<file path="src/rtl/lzrw1_token_scheduler.sv">
// lzrw1_token_scheduler
//   Sequences LZRW1 compression of one source string. For every source
//   position it issues a match lookup and waits for the matcher's answer.
//   It then picks a copy or a literal token and hands that token to the
//   compressed-values writer.
//
// Ports
//   clock, reset        single clock, synchronous active-high reset
//   start, srcLength    job request (sampled in IDLE) and source byte count
//   reqValid/reqReady   match-lookup request handshake, reqPos = position
//   rspValid            one-cycle matcher response carrying rspLen,
//                       rspOffset and rspByte
//   Done, controlBit,   writer interface: a token is stored on every
//   length, Offset,     cycle with Done=0
//   OneByte
//   busy, finished      job status (finished pulses once at job end)
//   overflow            sticky, output capacity exhausted
//   outBytes,           compressed bytes / tokens emitted in this job
//   tokenCount
module lzrw1_token_scheduler #(
    parameter int STRINGSIZE = 4096,
    parameter int MINMATCH   = 3,
    parameter int MAXMATCH   = 18
) (
    input  logic        clock,
    input  logic        reset,
    input  logic        start,
    input  logic [12:0] srcLength,
    output logic        reqValid,
    input  logic        reqReady,
    output logic [11:0] reqPos,
    input  logic        rspValid,
    input  logic [4:0]  rspLen,
    input  logic [11:0] rspOffset,
    input  logic [7:0]  rspByte,
    output logic        Done,
    output logic        controlBit,
    output logic [3:0]  length,
    output logic [11:0] Offset,
    output logic [7:0]  OneByte,
    output logic        busy,
    output logic        finished,
    output logic        overflow,
    output logic [12:0] outBytes,
    output logic [12:0] tokenCount
);

    localparam logic [13:0] CAP    = 14'(STRINGSIZE);
    localparam logic [4:0]  MAXLEN = 5'(MAXMATCH);
    localparam logic [4:0]  MINLEN = 5'(MINMATCH);

    typedef enum logic [2:0] {IDLE, REQ, WAIT, EMIT, FINISH} state_t;

    state_t      state;
    logic [12:0] src_len;
    logic [12:0] pos;
    logic [4:0]  tok_len;
    logic        tok_copy;
    logic        tok_fits;
    logic        done_q;

    logic [12:0] remaining;
    logic [4:0]  capped_len;
    logic [4:0]  eff_len;
    logic        is_copy;
    logic        fits;
    logic [12:0] next_pos;

    // Token decision is made from the live response in WAIT and registered.
    // The writer outputs are therefore already valid during the EMIT cycle.
    always_comb begin
        remaining  = src_len - pos;
        capped_len = (rspLen > MAXLEN) ? MAXLEN : rspLen;
        eff_len    = ({8'd0, capped_len} > remaining) ? remaining[4:0] : capped_len;
        is_copy    = (eff_len >= MINLEN) && (rspOffset != 12'd0) &&
                     ({1'b0, rspOffset} <= pos);
        fits       = ({1'b0, outBytes} + (is_copy ? 14'd2 : 14'd1)) <= CAP;
        next_pos   = pos + (tok_copy ? {8'd0, tok_len} : 13'd1);
    end

    // Reset masks Done combinationally, so that no token reaches the writer
    // while reset is high, even when reset lands in an EMIT cycle.
    assign Done = done_q | reset;

    always_ff @(posedge clock) begin
        if (reset) begin
            state      <= IDLE;
            src_len    <= '0;
            pos        <= '0;
            tok_len    <= '0;
            tok_copy   <= 1'b0;
            tok_fits   <= 1'b0;
            done_q     <= 1'b1;
            controlBit <= 1'b0;
            length     <= '0;
            Offset     <= '0;
            OneByte    <= '0;
            reqValid   <= 1'b0;
            reqPos     <= '0;
            busy       <= 1'b0;
            finished   <= 1'b0;
            overflow   <= 1'b0;
            outBytes   <= '0;
            tokenCount <= '0;
        end else begin
            case (state)
                IDLE: begin
                    if (start) begin
                        src_len    <= ({1'b0, srcLength} > CAP) ? CAP[12:0] : srcLength;
                        pos        <= '0;
                        outBytes   <= '0;
                        tokenCount <= '0;
                        overflow   <= 1'b0;
                        busy       <= 1'b1;
                        if (srcLength == 13'd0) begin
                            finished <= 1'b1;
                            state    <= FINISH;
                        end else begin
                            reqValid <= 1'b1;
                            reqPos   <= '0;
                            state    <= REQ;
                        end
                    end
                end
                REQ: begin
                    if (reqReady) begin
                        reqValid <= 1'b0;
                        state    <= WAIT;
                    end
                end
                WAIT: begin
                    if (rspValid) begin
                        tok_len  <= eff_len;
                        tok_copy <= is_copy;
                        tok_fits <= fits;
                        if (fits) begin
                            done_q     <= 1'b0;
                            controlBit <= is_copy;
                            length     <= is_copy ? 4'(eff_len - MINLEN) : 4'd0;
                            Offset     <= is_copy ? rspOffset : 12'd0;
                            OneByte    <= is_copy ? 8'd0 : rspByte;
                        end
                        state <= EMIT;
                    end
                end
                EMIT: begin
                    done_q     <= 1'b1;
                    controlBit <= 1'b0;
                    length     <= '0;
                    Offset     <= '0;
                    OneByte    <= '0;
                    if (tok_fits) begin
                        pos        <= next_pos;
                        outBytes   <= outBytes + (tok_copy ? 13'd2 : 13'd1);
                        tokenCount <= tokenCount + 13'd1;
                        if (next_pos == src_len) begin
                            finished <= 1'b1;
                            state    <= FINISH;
                        end else begin
                            reqValid <= 1'b1;
                            reqPos   <= next_pos[11:0];
                            state    <= REQ;
                        end
                    end else begin
                        overflow <= 1'b1;
                        finished <= 1'b1;
                        state    <= FINISH;
                    end
                end
                FINISH: begin
                    finished <= 1'b0;
                    busy     <= 1'b0;
                    state    <= IDLE;
                end
                default: state <= IDLE;
            endcase
        end
    end

endmodule

</file>
<file path="config.mk">
export PLATFORM = sky130hd
export DESIGN_NAME = lzrw1_token_scheduler
export DESIGN_NICKNAME = d
export VERILOG_FILES = /design/src/rtl/lzrw1_token_scheduler.sv
export SDC_FILE = /design/constraint.sdc
export NUM_CORES = 1
export LEC_CHECK = 0
export ABC_AREA = 1
export CELL_PAD_IN_SITES_DETAIL_PLACEMENT = 1
export CELL_PAD_IN_SITES_GLOBAL_PLACEMENT = 2
export CORE_ASPECT_RATIO = 0.5
export CORE_MARGIN = 4
export CORE_UTILIZATION = 32
export DETAILED_ROUTE_END_ITERATION = 16
export PLACE_DENSITY = 0.95
export SLEW_MARGIN = 20
export SYNTH_ARGS = -nofsm -noshare
export SYNTH_HDL_FRONTEND = slang
export SYNTH_SLANG_ARGS = --single-unit
</file>
<file path="constraint.sdc">
create_clock -name clock -period 15.3 [get_ports clock]
set_input_delay 2.295 -clock clock [delete_from_list [all_inputs] [get_ports clock]]
set_output_delay 2.295 -clock clock [all_outputs]
set_load 0.1 [all_outputs]
</file>
# Word-level counts from Yosys, hierarchy flattened
# Cells that the tools add are included.
[totals]
ff_bits = 104
[classes]
mux = 59
n_addsub = 6
n_bitwise = 1
n_reduce_logical = 20
n_lt_le_gt_ge = 6
n_eq_ne = 15
[op_table]
columns = ["operator", "count"]
rows = [
  ["12-bit two-way mux", 7],
  ["13-bit one-hot mux with 2 select lines", 3],
  ["13-bit two-way mux", 5],
  ["12-bit one-hot mux with 2 select lines", 2],
  ["8-bit two-way mux", 3],
  ["3-bit two-way mux", 6],
  ["2-bit != test (second input constant)", 9],
  ["1-bit two-way mux", 16],
  ["8-bit one-hot mux with 2 select lines", 1],
  ["5-bit two-way mux", 3],
  ["13-bit by 2-bit adder with 14-bit output", 1],
  ["14-bit by 13-bit <= comparator with 1-bit output (second input constant)", 1],
  ["13-bit by 1-bit adder with 13-bit output (second input constant)", 1],
  ["13-bit by 2-bit adder with 13-bit output", 1],
  ["13-bit by 5-bit adder with 13-bit output", 1],
  ["13-bit == test", 1],
  ["13-bit > comparator (second input constant)", 1],
  ["5-bit by 13-bit > comparator with 1-bit output", 1],
  ["12-bit by 13-bit <= comparator with 1-bit output", 1],
  ["13-bit logical NOT", 1],
  ["13-bit subtractor", 1],
  ["4-bit two-way mux", 3],
  ["3-bit one-hot mux with 4 select lines", 1],
  ["3-bit AND reduction", 4],
  ["other kinds (21)", 33],
]

# Longest topological paths before layout
# Gate-level depths: netlist of the first run.
[logic_depth]
ltp_word = 13
depth_mapped = 46

# Worst setup path before layout of the first run
# Ideal clock, no wire load.
[synth_path]
path_type = "input-to-reg"
startpoint = "input port rspLen[1]"
endpoint = "register length[2]"
cell_stages = 36
t_arrival_ns = 6.556
n_path_buf = 2
setup_slack_ns = 8.674
setup_time_ns = 0.070
cell_sequence = "inv_1 -> o21ai_0 -> nand2_1 -> nand2_1 -> inv_1 -> ha_1 -> nand2_1 -> nor3_1 -> nor2_1 -> nor2_1 -> nand2_1 -> nor2_1 -> nand2_1 -> nor2_1 -> nand3_2 -> nand2_1 -> nand2_2 -> ha_1 -> inv_1 -> nand3_1 -> nor2_4 -> nor2_8 -> inv_2 -> ha_1 -> fa_1 -> a21oi_1 -> o21ai_0 -> a2111oi_0 -> nand3_1 -> nor2_1 -> nor2_1 -> nor2_2 -> buf_2 -> buf_4 -> nand3_2 -> a21oi_1"
[synth_via]
elab_chain_len = 12
[synth_lines]
columns = ["element", "line_no", "source"]
rows = [
  ["start, declared", "33", "input logic [4:0] rspLen,"],
  ["5-bit > comparator", "73", "capped_len = (rspLen > MAXLEN) ? MAXLEN : rspLen;"],
  ["5-bit two-way mux *", "73", ""],
  ["5-bit by 13-bit > comparator with 1-bit output", "74", "eff_len = ({8'd0, capped_len} > remaining) ? remaining[4:0] : capped_len;"],
  ["5-bit two-way mux *", "74", ""],
  ["named net eff_len[0]", "64", "logic [4:0] eff_len;"],
  ["5-bit by 2-bit >= comparator with 1-bit output", "75", "is_copy = (eff_len >= MINLEN) && (rspOffset != 12'd0) &&"],
  ["1-bit logical AND (2 in series)", "75", ""],
  ["2-bit two-way mux", "77", "fits = ({1'b0, outBytes} + (is_copy ? 14'd2 : 14'd1)) <= CAP;"],
  ["13-bit by 2-bit adder with 14-bit output", "77", ""],
  ["14-bit by 13-bit <= comparator with 1-bit output", "77", ""],
  ["2-bit != test (no source line)", "-", ""],
  ["3-bit AND reduction (no source line)", "-", ""],
  ["end signal, assigned", "139", "length <= is_copy ? 4'(eff_len - MINLEN) : 4'd0;"],
  ["end, declared", "38", "output logic [3:0] length,"],
]
# Mark *: on every way through the listed nets, which the timed path passes. The rest lies on a longest branch. The select of a mux whose other input is x is not followed.
# A chain may end at the register's enable or synchronous reset.

# Final worst setup path of the first run
[layout_path]
startpoint = "input port rspLen[3]"
endpoint = "register OneByte[3]"
[layout_via]
elab_chain_len = 12
[layout_lines]
columns = ["element", "line_no", "source"]
rows = [
  ["5-bit > comparator", "73", ""],
  ["5-bit two-way mux *", "73", ""],
  ["5-bit by 13-bit > comparator with 1-bit output", "74", ""],
  ["5-bit two-way mux *", "74", ""],
  ["named net eff_len[0]", "64", ""],
  ["5-bit by 2-bit >= comparator with 1-bit output *", "75", ""],
  ["1-bit logical AND * (2 in series)", "75", ""],
  ["2-bit two-way mux", "77", ""],
  ["13-bit by 2-bit adder with 14-bit output", "77", ""],
  ["14-bit by 13-bit <= comparator with 1-bit output", "77", ""],
  ["2-bit != test (no source line)", "-", ""],
  ["3-bit AND reduction (no source line)", "-", ""],
  ["end signal, assigned", "141", "OneByte <= is_copy ? 8'd0 : rspByte;"],
  ["end, declared", "40", "output logic [7:0] OneByte,"],
]
# Marked as above.

==> results of run 1 <==
==> sequential cells by signal, indices dropped and copies added, names as in the netlist, 3 cells and up <==
register and flops:
Offset 12, OneByte 8, length 4, outBytes 13
pos 13, reqPos 12, src_len 13, state 3
tok_len 5, tokenCount 13
==> cell usage after synthesis (4+ instances only) <==
master      n
a211oi_1    5
a21oi_1    85
buf_2       5
clkbuf_1   19
dfxtp_1   104
fa_1        4
ha_1       40
inv_1     150
nand2_1   227
nand2_2     9
nand3_1    62
nand3_2    13
nand4_1    20
nor2_1     86
nor3_1     14
nor3b_1     4
nor4_1      7
o211ai_1    5
o21ai_0    35
o22ai_1     9
or2_2       4
xor2_1     21
==> metrics by stage <==
step / std cells / instance area [um2] / worst slack, ns / hold WS, ns / utilization (%)
2_1_floorplan: 970 / 6550 / 8.67 / 0.421 / -
3_3_place_gp: 1319 / 7870 / 7.07 / 0.438 / 39.8
3_5_place_dp: 1319 / 7870 / 6.76 / 0.447 / 39.8
4_1_cts: 1335 / 8180 / 7.12 / 0.461 / 41.3
5_1_grt: 1335 / 8180 / 6.47 / 0.491 / 41.3
6_report: 1335 / 8180 / 7.12 / 0.455 / 41.3
==> power groups by stage <==
stage                     clock network (mW)  registers, mW  logic [mW]
after CTS                              0.248          0.343       0.686
after floorplan                            0          0.436       0.412
after detailed placement                   0          0.349       0.683
final                                  0.243          0.343       0.680
after global routing                   0.259          0.348       0.760
after global placement                     0          0.347       0.656
==> worst register-to-register path: cells and delay by family (launching register included) <==
| kind | cells | cell delay (ns) |
|---|---|---|
| xor gates and xnor gates | 1 | 0.17 |
| adders and majority gates | 6 | 1.79 |
| AOI/OAI and AO/OA | 2 | 0.50 |
| DFF | 1 | 0.36 |
| buffers and inverters | 6 | 0.59 |
| and+or+nand+nor | 23 | 3.58 |
==> routing by layer <==
metal / vias to the layer above / share of wire [%] / wire, um
li1: 3335 / - / -
met1: 3178 / 49 / 10200
met2: 91 / 47 / 9860
met3: 19 / 3.5 / 745
met4: 0 / 1.1 / 223
met5: - / 0 / 0
==> placed cells by master (no fill, tap or decap), types with 2 or more instances in the layout <==
cell type / count
inv_1: 150
clkbuf_8: 2
o22ai_1: 9
xnor2_1: 2
buf_4: 2
o21a_1: 2
clkdlybuf4s50_1: 110
xor2_1: 21
nor3b_1: 4
a21oi_1: 85
clkinvlp_4: 2
nand2_1: 227
or2_2: 4
inv_2: 3
nor4_1: 7
clkinv_2: 2
nor2_1: 86
nand2_2: 9
nor2_2: 2
nand3b_1: 2
a221oi_1: 2
nand3_1: 62
nand3_2: 13
clkbuf_16: 9
o211ai_1: 5
o21ai_0: 35
o21ai_1: 2
a211oi_1: 5
nor2_4: 3
nand4_1: 20
ha_1: 40
fa_1: 4
nor3_2: 2
dfxtp_1: 104
nor3_1: 14
a31oi_1: 3
==> kinds of logic after synthesis <==
kind of cell / synth area share, %
buffers and inverters: 10.8
and+or+nand+nor: 32.0
AOI/OAI and AO/OA: 13.1
DFF: 31.8
xor gates and xnor gates: 3.42
adders and majority gates: 8.86
==> worst max-delay path by stage <==
| stage | endpoint | slack, ns | cells after the start |
|---|---|---|---|
| global placement | OneByte[2] | 7.07 | 35 |
| finish | OneByte[3] | 7.12 | 35 |
| detailed placement | Offset[2] | 6.76 | 35 |
| global route | Offset[11] | 6.47 | 36 |
| floorplan | length[2] | 8.67 | 36 |
| CTS | Offset[2] | 7.12 | 35 |
==> final cells by class <==
cell class	instances	share of cell area [%]
Clock buffer	11	3.09
Clock inverter	5	0.673
Inverter	154	7.07
Multi-Input combinational cell	683	46.0
Sequential cell	104	25.5
Tap cell	266	4.07
Timing Repair Buffer	112	13.7
==> run_results.csv, run 1 <==
group,metric,value,unit
clocking,cts.repair.resized,0,
worst_setup_path,cp.arrival,8.39,ns
global_route,antenna_found_initial,0,
routing,route.detailed.drc,0,
timing,fmax,122,MHz
timing,tightestPinTransition,1.04,ns
yosys,synth_area_leaders,"dfxtp_1 (32%), nand2_1 (13%), inv_1 (8.6%), ha_1 (7.6%), a21oi_1 (6.5%)",
power,pwr-share-comb,53.7,%
clocking,hold_buffers,0,
worst_setup_path,cp_common_cell,"nor2_1",
worst_setup_path,cp-end-kind,"flip-flop",
power,pwr-share-clk,19.2,%
yosys,synth_edf_count,0,
global_route,grt_pass1_wl,34100,um
yosys,ys_async_sr_fraction,0,%
cells_and_area,seq_area,2080,um2
yosys,synth-seq-area-share,31.8,%
placement,dp_hpwl,16900,um
global_route,grtUsageMet2,31.0,%
clocking,path_clk_slew,0.07,ns
global_route,grt_use_met3,2.85,%
yosys,syn_area,6550,um2
worst_setup_path,path_buf_inv,6,
placement,placement.io_buffers,110,
yosys,synth_top_area_share,31.8,%
clocking,cts_tree,"built",
global_route,use_met1,24.8,%
routing,vias,6623,
yosys,synth_nets,1057,
placement,gp_congestion,0.849,
timing,tns,0,ns
worst_setup_path,crit_family,"simple AND/OR/NAND/NOR gates",
yosys,syn_inst,970,
timing,drv_slew,0,
timing,hold_viol,0,
timing,skew,0.00932,ns
cells_and_area,diodes,0,
die,initial_core_util,33.1,%
cells_and_area,multi_input_area,3760,um2
global_route,first_global_vias,6702,
worst_setup_path,rr_startpoint,"src_len[0]",
die,dieHeight,109,um
cells_and_area,fillers,2519,
power,power.share.sequential,27.1,%
yosys,synth_flop_cell,"dfxtp_1",
die,die_area,23000,um2
yosys,yosysWarningCount,0,
die,coreArea,19800,um2
timing,grt_setup_unrepaired,"no",
timing,setup_viol,0,
worst_setup_path,crit_required,15.51,ns
worst_setup_path,cp_slowest_cell,"nor2_2",
global_route,grt_usage,18.2,%
cells_and_area,drive_above_1_share,5.43,%
power,power.internal,0.643,mW
power,leakage,3.45,nW
timing,max_slew_margin,30.8,%
yosys,synth.avg_cell_area,6.75,um2
global_route,grt_max_degree,52,
clocking,root_buffer,"clkbuf_16",
clocking,cts_setup_buffers,0,
routing,wl_per_cell,15.8,um
yosys,ys_ff_latch,104,
power,switchingPower,0.623,mW
clocking,clock-sinks,104,
timing,timing.final.crit_share,53.5,%
worst_hold_path,hp-start,"finished",
clocking,cts_buffer_depth,2,
die,rows,36,
clocking,cts_made_buffers,9,
clocking,cts_max_level,3,
worst_setup_path,r2r_setup_slack,8.16,ns
worst_setup_path,path_class,"primary input to flip-flop",
yosys,synth.distinct_cells,49,
clocking,clock_latency,0.35,ns
cells_and_area,syn2layout_area_growth,24.8,%
global_route,busiest_layer,"met2",
worst_setup_path,startpoint,"rspLen[3]",
worst_setup_path,worstSetupStartpointType,"primary input",
worst_hold_path,hold_class,"flip-flop to flip-flop",
die,pin_count,111,
power,p_per_area,155,nW/um2
run,maxCapViolCount,0,
global_route,grt.overflow.total,0,
worst_hold_path,hold_path_end,"finished",
routing,wl,21100,um
power,power,1.27,mW
power,ir_drop,0.0536,mV
worst_setup_path,crit_fanout,25,
routing,dr.pass1.iters,5,
worst_setup_path,r2r-end,"OneByte[3]",
timing,min_period,8.18,ns
outcome,status,"finished, final reports clean",
routing,first_iter_violations,300,
routing,vias_per_cell,4.96,
cells_and_area,nets,1151,
worst_setup_path,worstRegToRegCells,38,
worst_setup_path,cp_slowest_stage_delay,0.77,ns
yosys,synth_top_area_cell,"dfxtp_1",
worst_hold_path,whs_path_depth,2,
power,switching_share,49.2,%
routing,antenna_left,0,
die,die_x,210,um
Note: power is estimated with default switching activity, not from simulation.
==> run 2: changes to the inputs <==
CORE_UTILIZATION = 27   (was 32)
PLACE_DENSITY = 0.88   (was 0.95)
clock period = 7.3 ns   (was 15.3 ns; I/O delays follow)
==> run_results.csv, run 2 (synthesis results as in run 1) <==
group,metric,value,unit
worst_setup_path,crit_fanout,20,
timing,tightestPinTransition,1.07,ns
timing,min_period,6.42,ns
timing,fmax,156,MHz
power,power.internal,1.35,mW
clocking,cts_buffer_depth,2,
routing,route.detailed.drc,0,
cells_and_area,layout_common_cells,"nand2_1 (227), inv_1 (150), clkdlybuf4s50_1 (110)",
global_route,grt_usage,15.7,%
routing,vias,6563,
placement,placement.io_buffers,110,
timing,skew,0.0115,ns
clocking,cts.repair.resized,0,
routing,dr.pass1.iters,4,
power,pwr-share-comb,53.8,%
routing,wl,21700,um
cells_and_area,layout_commonest_cell,"nand2_1",
cells_and_area,nets,1152,
clocking,cts_tree,"built",
routing,first_iter_violations,307,
clocking,path_clk_slew,0.07,ns
global_route,first_global_vias,6900,
cells_and_area,finalNonFillerCells,1377,
placement,gp_congestion,0.874,
die,initial_core_util,28.1,%
worst_setup_path,crit_required,7.58,ns
cells_and_area,seq_area,2080,um2
worst_setup_path,cp_slowest_cell,"fa_1",
timing,timing.final.crit_share,87.9,%
global_route,grt.overflow.total,0,
die,dieHeight,118,um
power,pwr-share-clk,19.1,%
clocking,clock-sinks,104,
routing,wl_per_cell,15.7,um
worst_setup_path,path_class,"flip-flop to flip-flop",
cells_and_area,multi_input_area,3760,um2
timing,max_slew_margin,28.2,%
cells_and_area,drive_above_1_share,5.51,%
die,die_x,228,um
power,p_per_area,322,nW/um2
power,switching_share,49.1,%
routing,antenna_left,0,
worst_setup_path,cp-end-kind,"flip-flop",
power,leakage,3.46,nW
cells_and_area,diodes,0,
clocking,clock_latency,0.36,ns
placement,dp_hpwl,17500,um
global_route,grt_max_degree,52,
clocking,cts_max_level,3,
power,switchingPower,1.30,mW
timing,grt_setup_unrepaired,"no",
cells_and_area,syn2layout_area_growth,25.8,%
die,pin_count,111,
die,coreArea,23300,um2
worst_hold_path,hold_class,"flip-flop to flip-flop",
clocking,cts_setup_buffers,0,
clocking,root_buffer,"clkbuf_16",
global_route,antenna_found_initial,0,
timing,tns,0,ns
timing,setup_viol,0,
clocking,hold_buffers,0,
worst_setup_path,cp_slowest_stage_delay,0.45,ns
power,ir_drop,0.172,mV
timing,hold_viol,0,
cells_and_area,fillers,2957,
worst_setup_path,worstSetupStartpointType,"flip-flop",
worst_setup_path,cp.arrival,6.70,ns
global_route,grt_pass1_wl,35200,um
placement,placed_cells,1361,
power,power.share.sequential,27.1,%
die,die_area,27000,um2
clocking,cts_made_buffers,9,
routing,vias_per_cell,4.77,
timing,drv_slew,0,
run,maxCapViolCount,0,
outcome,status,"finished, final reports clean",
die,rows,39,
==> run 2: area by class of cell <==
class                      instances  area share, %
clock buffer                      11           3.07
multi-input combinational        683           45.7
tap                              307           4.66
timing repair buffer             113           13.6
sequential                       104           25.3
inverter                         154           7.02
clock inverter                     5          0.668
==> run 2: worst paths after layout <==
kind	startpoint	endpoint	slack, ns	cells past startpoint
min reg2reg	tokenCount[12]	tokenCount[12]	0.46	1
max reg2reg	src_len[0]	Offset[6]	0.88	38
max	src_len[0]	Offset[6]	0.88	38
min	tokenCount[12]	tokenCount[12]	0.46	1
==> run 2: through the flow <==
stage | utilization (%) | cell area (um2) | power [mW] | hold WS (ns) | worst slack, ns
after floorplan | - | 6550 | 1.78 | 0.421 | 1.79
after global placement | 34.0 | 7930 | 2.12 | 0.439 | 0.799
after detailed placement | 34.0 | 7930 | 2.17 | 0.447 | 0.514
after CTS | 35.3 | 8230 | 2.68 | 0.467 | 0.698
after global routing | 35.3 | 8240 | 2.87 | 0.485 | 0.0926
final | 35.3 | 8240 | 2.65 | 0.462 | 0.882
==> run 2: metal layers <==
layer	part of all wire, %	global-route usage (%)
met3	3.5	3.49
met1	47	19.9
met4	1.2	3.32
met5	0	0
met2	49	27.6
==> run 2: power by group through the flow <==
| stage | registers [mW] | logic [mW] | clock network [mW] |
|---|---|---|---|
| 2_1_floorplan | 0.915 | 0.863 | 0 |
| 3_3_place_gp | 0.730 | 1.39 | 0 |
| 3_5_place_dp | 0.732 | 1.43 | 0 |
| 4_1_cts | 0.719 | 1.44 | 0.522 |
| 5_1_grt | 0.730 | 1.59 | 0.541 |
| 6_report | 0.719 | 1.43 | 0.507 |
==> run 2: worst max-delay path: cells and delay by family (launching register included) <==
kind,cells,cell delay (ns)
and+or+nand+nor,21,2.46
adders and majority gates,6,1.82
buffers and inverters,6,0.80
AOI/OAI and AO/OA,4,0.71
DFF,1,0.35
xor gates and xnor gates,1,0.17
==> run 3: changes to the inputs <==
RECOVER_POWER = 25   (was not set)
==> run_results.csv, run 3 (synthesis results as in run 1) <==
group,metric,value,unit
outcome,status,"finished with violations",
outcome,violations,"capacitance limit, slew limit",
timing,drv_slew,52,
worst_setup_path,r2r_setup_slack,0.85,ns
timing,max_slew_margin,-59.2,%
power,power,2.65,mW
global_route,grt_pass1_wl,35200,um
worst_setup_path,rr_startpoint,"src_len[0]",
worst_setup_path,worstRegToRegCells,38,
routing,first_iter_violations,311,
worst_hold_path,hp-start,"tokenCount[12]",
timing,min_period,6.52,ns
die,die_x,228,um
routing,wl_per_cell,15.8,um
routing,route.detailed.drc,0,
worst_setup_path,crit_fanout,51,
cells_and_area,drive_above_1_share,5.42,%
worst_setup_path,cp-end-kind,"flip-flop",
die,initial_core_util,28.1,%
worst_setup_path,path_class,"primary input to flip-flop",
clocking,root_buffer,"clkbuf_16",
timing,fin_ws,0.780,ns
placement,placement.io_buffers,110,
global_route,grt_max_degree,52,
timing,holdWs,0.462,ns
die,die_area,27000,um2
global_route,grt.overflow.total,0,
clocking,cts_made_buffers,9,
timing,timing.final.crit_share,89.3,%
clocking,clock-sinks,104,
global_route,antenna_found_initial,0,
cells_and_area,finalNonFillerCells,1377,
placement,placed_cell_area,7930,um2
global_route,first_global_vias,6900,
worst_setup_path,r2r-end,"Offset[6]",
power,ir_drop,0.172,mV
worst_hold_path,whs_path_depth,1,
placement,placed_cells,1361,
routing,wl,21700,um
die,coreArea,23300,um2
worst_setup_path,crit_family,"buffers and inverters",
clocking,cts_max_level,3,
cells_and_area,layout_common_cells,"nand2_1 (227), inv_1 (150), dfxtp_1 (104)",
worst_setup_path,cp_cell_sequence,"dlygate4sd3_1 > clkbuf_1 > clkinv_1 > nand2_1 > inv_1 > o21ai_0 > nor2_1",
timing,tightestPinTransition,2.39,ns
worst_setup_path,cp.arrival,6.77,ns
timing,tns,0,ns
clocking,clock_latency,0.36,ns
timing,setup_viol,0,
cells_and_area,stdcell_area,8240,um2
cells_and_area,layout_commonest_cell,"nand2_1",
clocking,cts_tree,"built",
clocking,cts_buffer_depth,2,
die,dieHeight,118,um
clocking,path_clk_slew,0.07,ns
power,leakage,3.55,nW
power,p_per_area,322,nW/um2
cells_and_area,fillers,2958,
timing,fmax,153,MHz
worst_hold_path,hold_class,"flip-flop to flip-flop",
worst_setup_path,path_buf_inv,4,
cells_and_area,syn2layout_area_growth,25.7,%
run,maxCapViolCount,1,
worst_setup_path,cp_slowest_cell,"clkbuf_1",
cells_and_area,final_util,35.3,%
global_route,grt_usage,15.7,%
timing,grt_setup_unrepaired,"no",
worst_setup_path,crit_required,7.55,ns
routing,dr.pass1.iters,4,
routing,antenna_left,0,
clocking,cts_setup_buffers,0,
routing,vias_per_cell,4.76,
cells_and_area,diodes,0,
timing,hold_viol,0,
die,pin_count,111,
worst_setup_path,worstSetupStartpointType,"primary input",
cells_and_area,nets,1152,
placement,dp_hpwl,17500,um
worst_hold_path,hold_path_end,"tokenCount[12]",
placement,gp_congestion,0.874,
worst_setup_path,cp_slowest_stage_delay,1.69,ns
timing,skew,0.00942,ns
placement,post-place-ws,0.514,ns
routing,vias,6554,
die,rows,39,
-- run 3: worst max path at each step --
| stage | slack (ns) | endpoint | depth (start not counted) | start |
|---|---|---|---|---|
| 6_report | 0.78 | tokenCount[3] | 7 | reset |
| 3_5_place_dp | 0.51 | length[3] | 35 | rspLen[1] |
| 2_1_floorplan | 1.79 | length[2] | 40 | src_len[0] |
| 3_3_place_gp | 0.80 | length[1] | 36 | rspLen[3] |
| 5_1_grt | 0.06 | Offset[4] | 38 | src_len[0] |
| 4_1_cts | 0.70 | length[3] | 38 | src_len[0] |
-- run 3: routing by layer --
layer  routed length (um)  global-route usage (%)  part of all wire [%]  up-vias
met4                  289                    3.32                   1.3        0
met5                    0                       0                     0        -
met2                10500                    27.6                    49       54
li1                     -                       -                     -     3330
met1                10200                    19.9                    47     3154
met3                  673                    3.49                   3.1       16
-- run 3: where the power goes --
| part | switching, mW | internal [mW] | leakage (nW) | total [mW] |
|---|---|---|---|---|
| registers | 0.0725 | 0.646 | 0.844 | 0.719 |
| logic | 1.01 | 0.416 | 2.56 | 1.42 |
| clock network | 0.223 | 0.284 | 0.148 | 0.507 |
| total | 1.30 | 1.35 | 3.55 | 2.65 |
-- run 3: area by class of cell --
class	instances	area, um2	share of cell area (%)
inverter	154	578	7.02
clock buffer	11	253	3.07
clock inverter	5	55.1	0.668
sequential	104	2080	25.3
timing repair buffer	113	1120	13.6
tap	307	384	4.66
multi-input combinational	683	3760	45.7
-- run 3: what timing repair did --
| item | 4_1_cts | 5_1_grt |
|---|---|---|
| hold buffers | 0 | 0 |
| resized for setup | 0 | 1 |
| endpoints found under the setup margin | 0 | 25 |
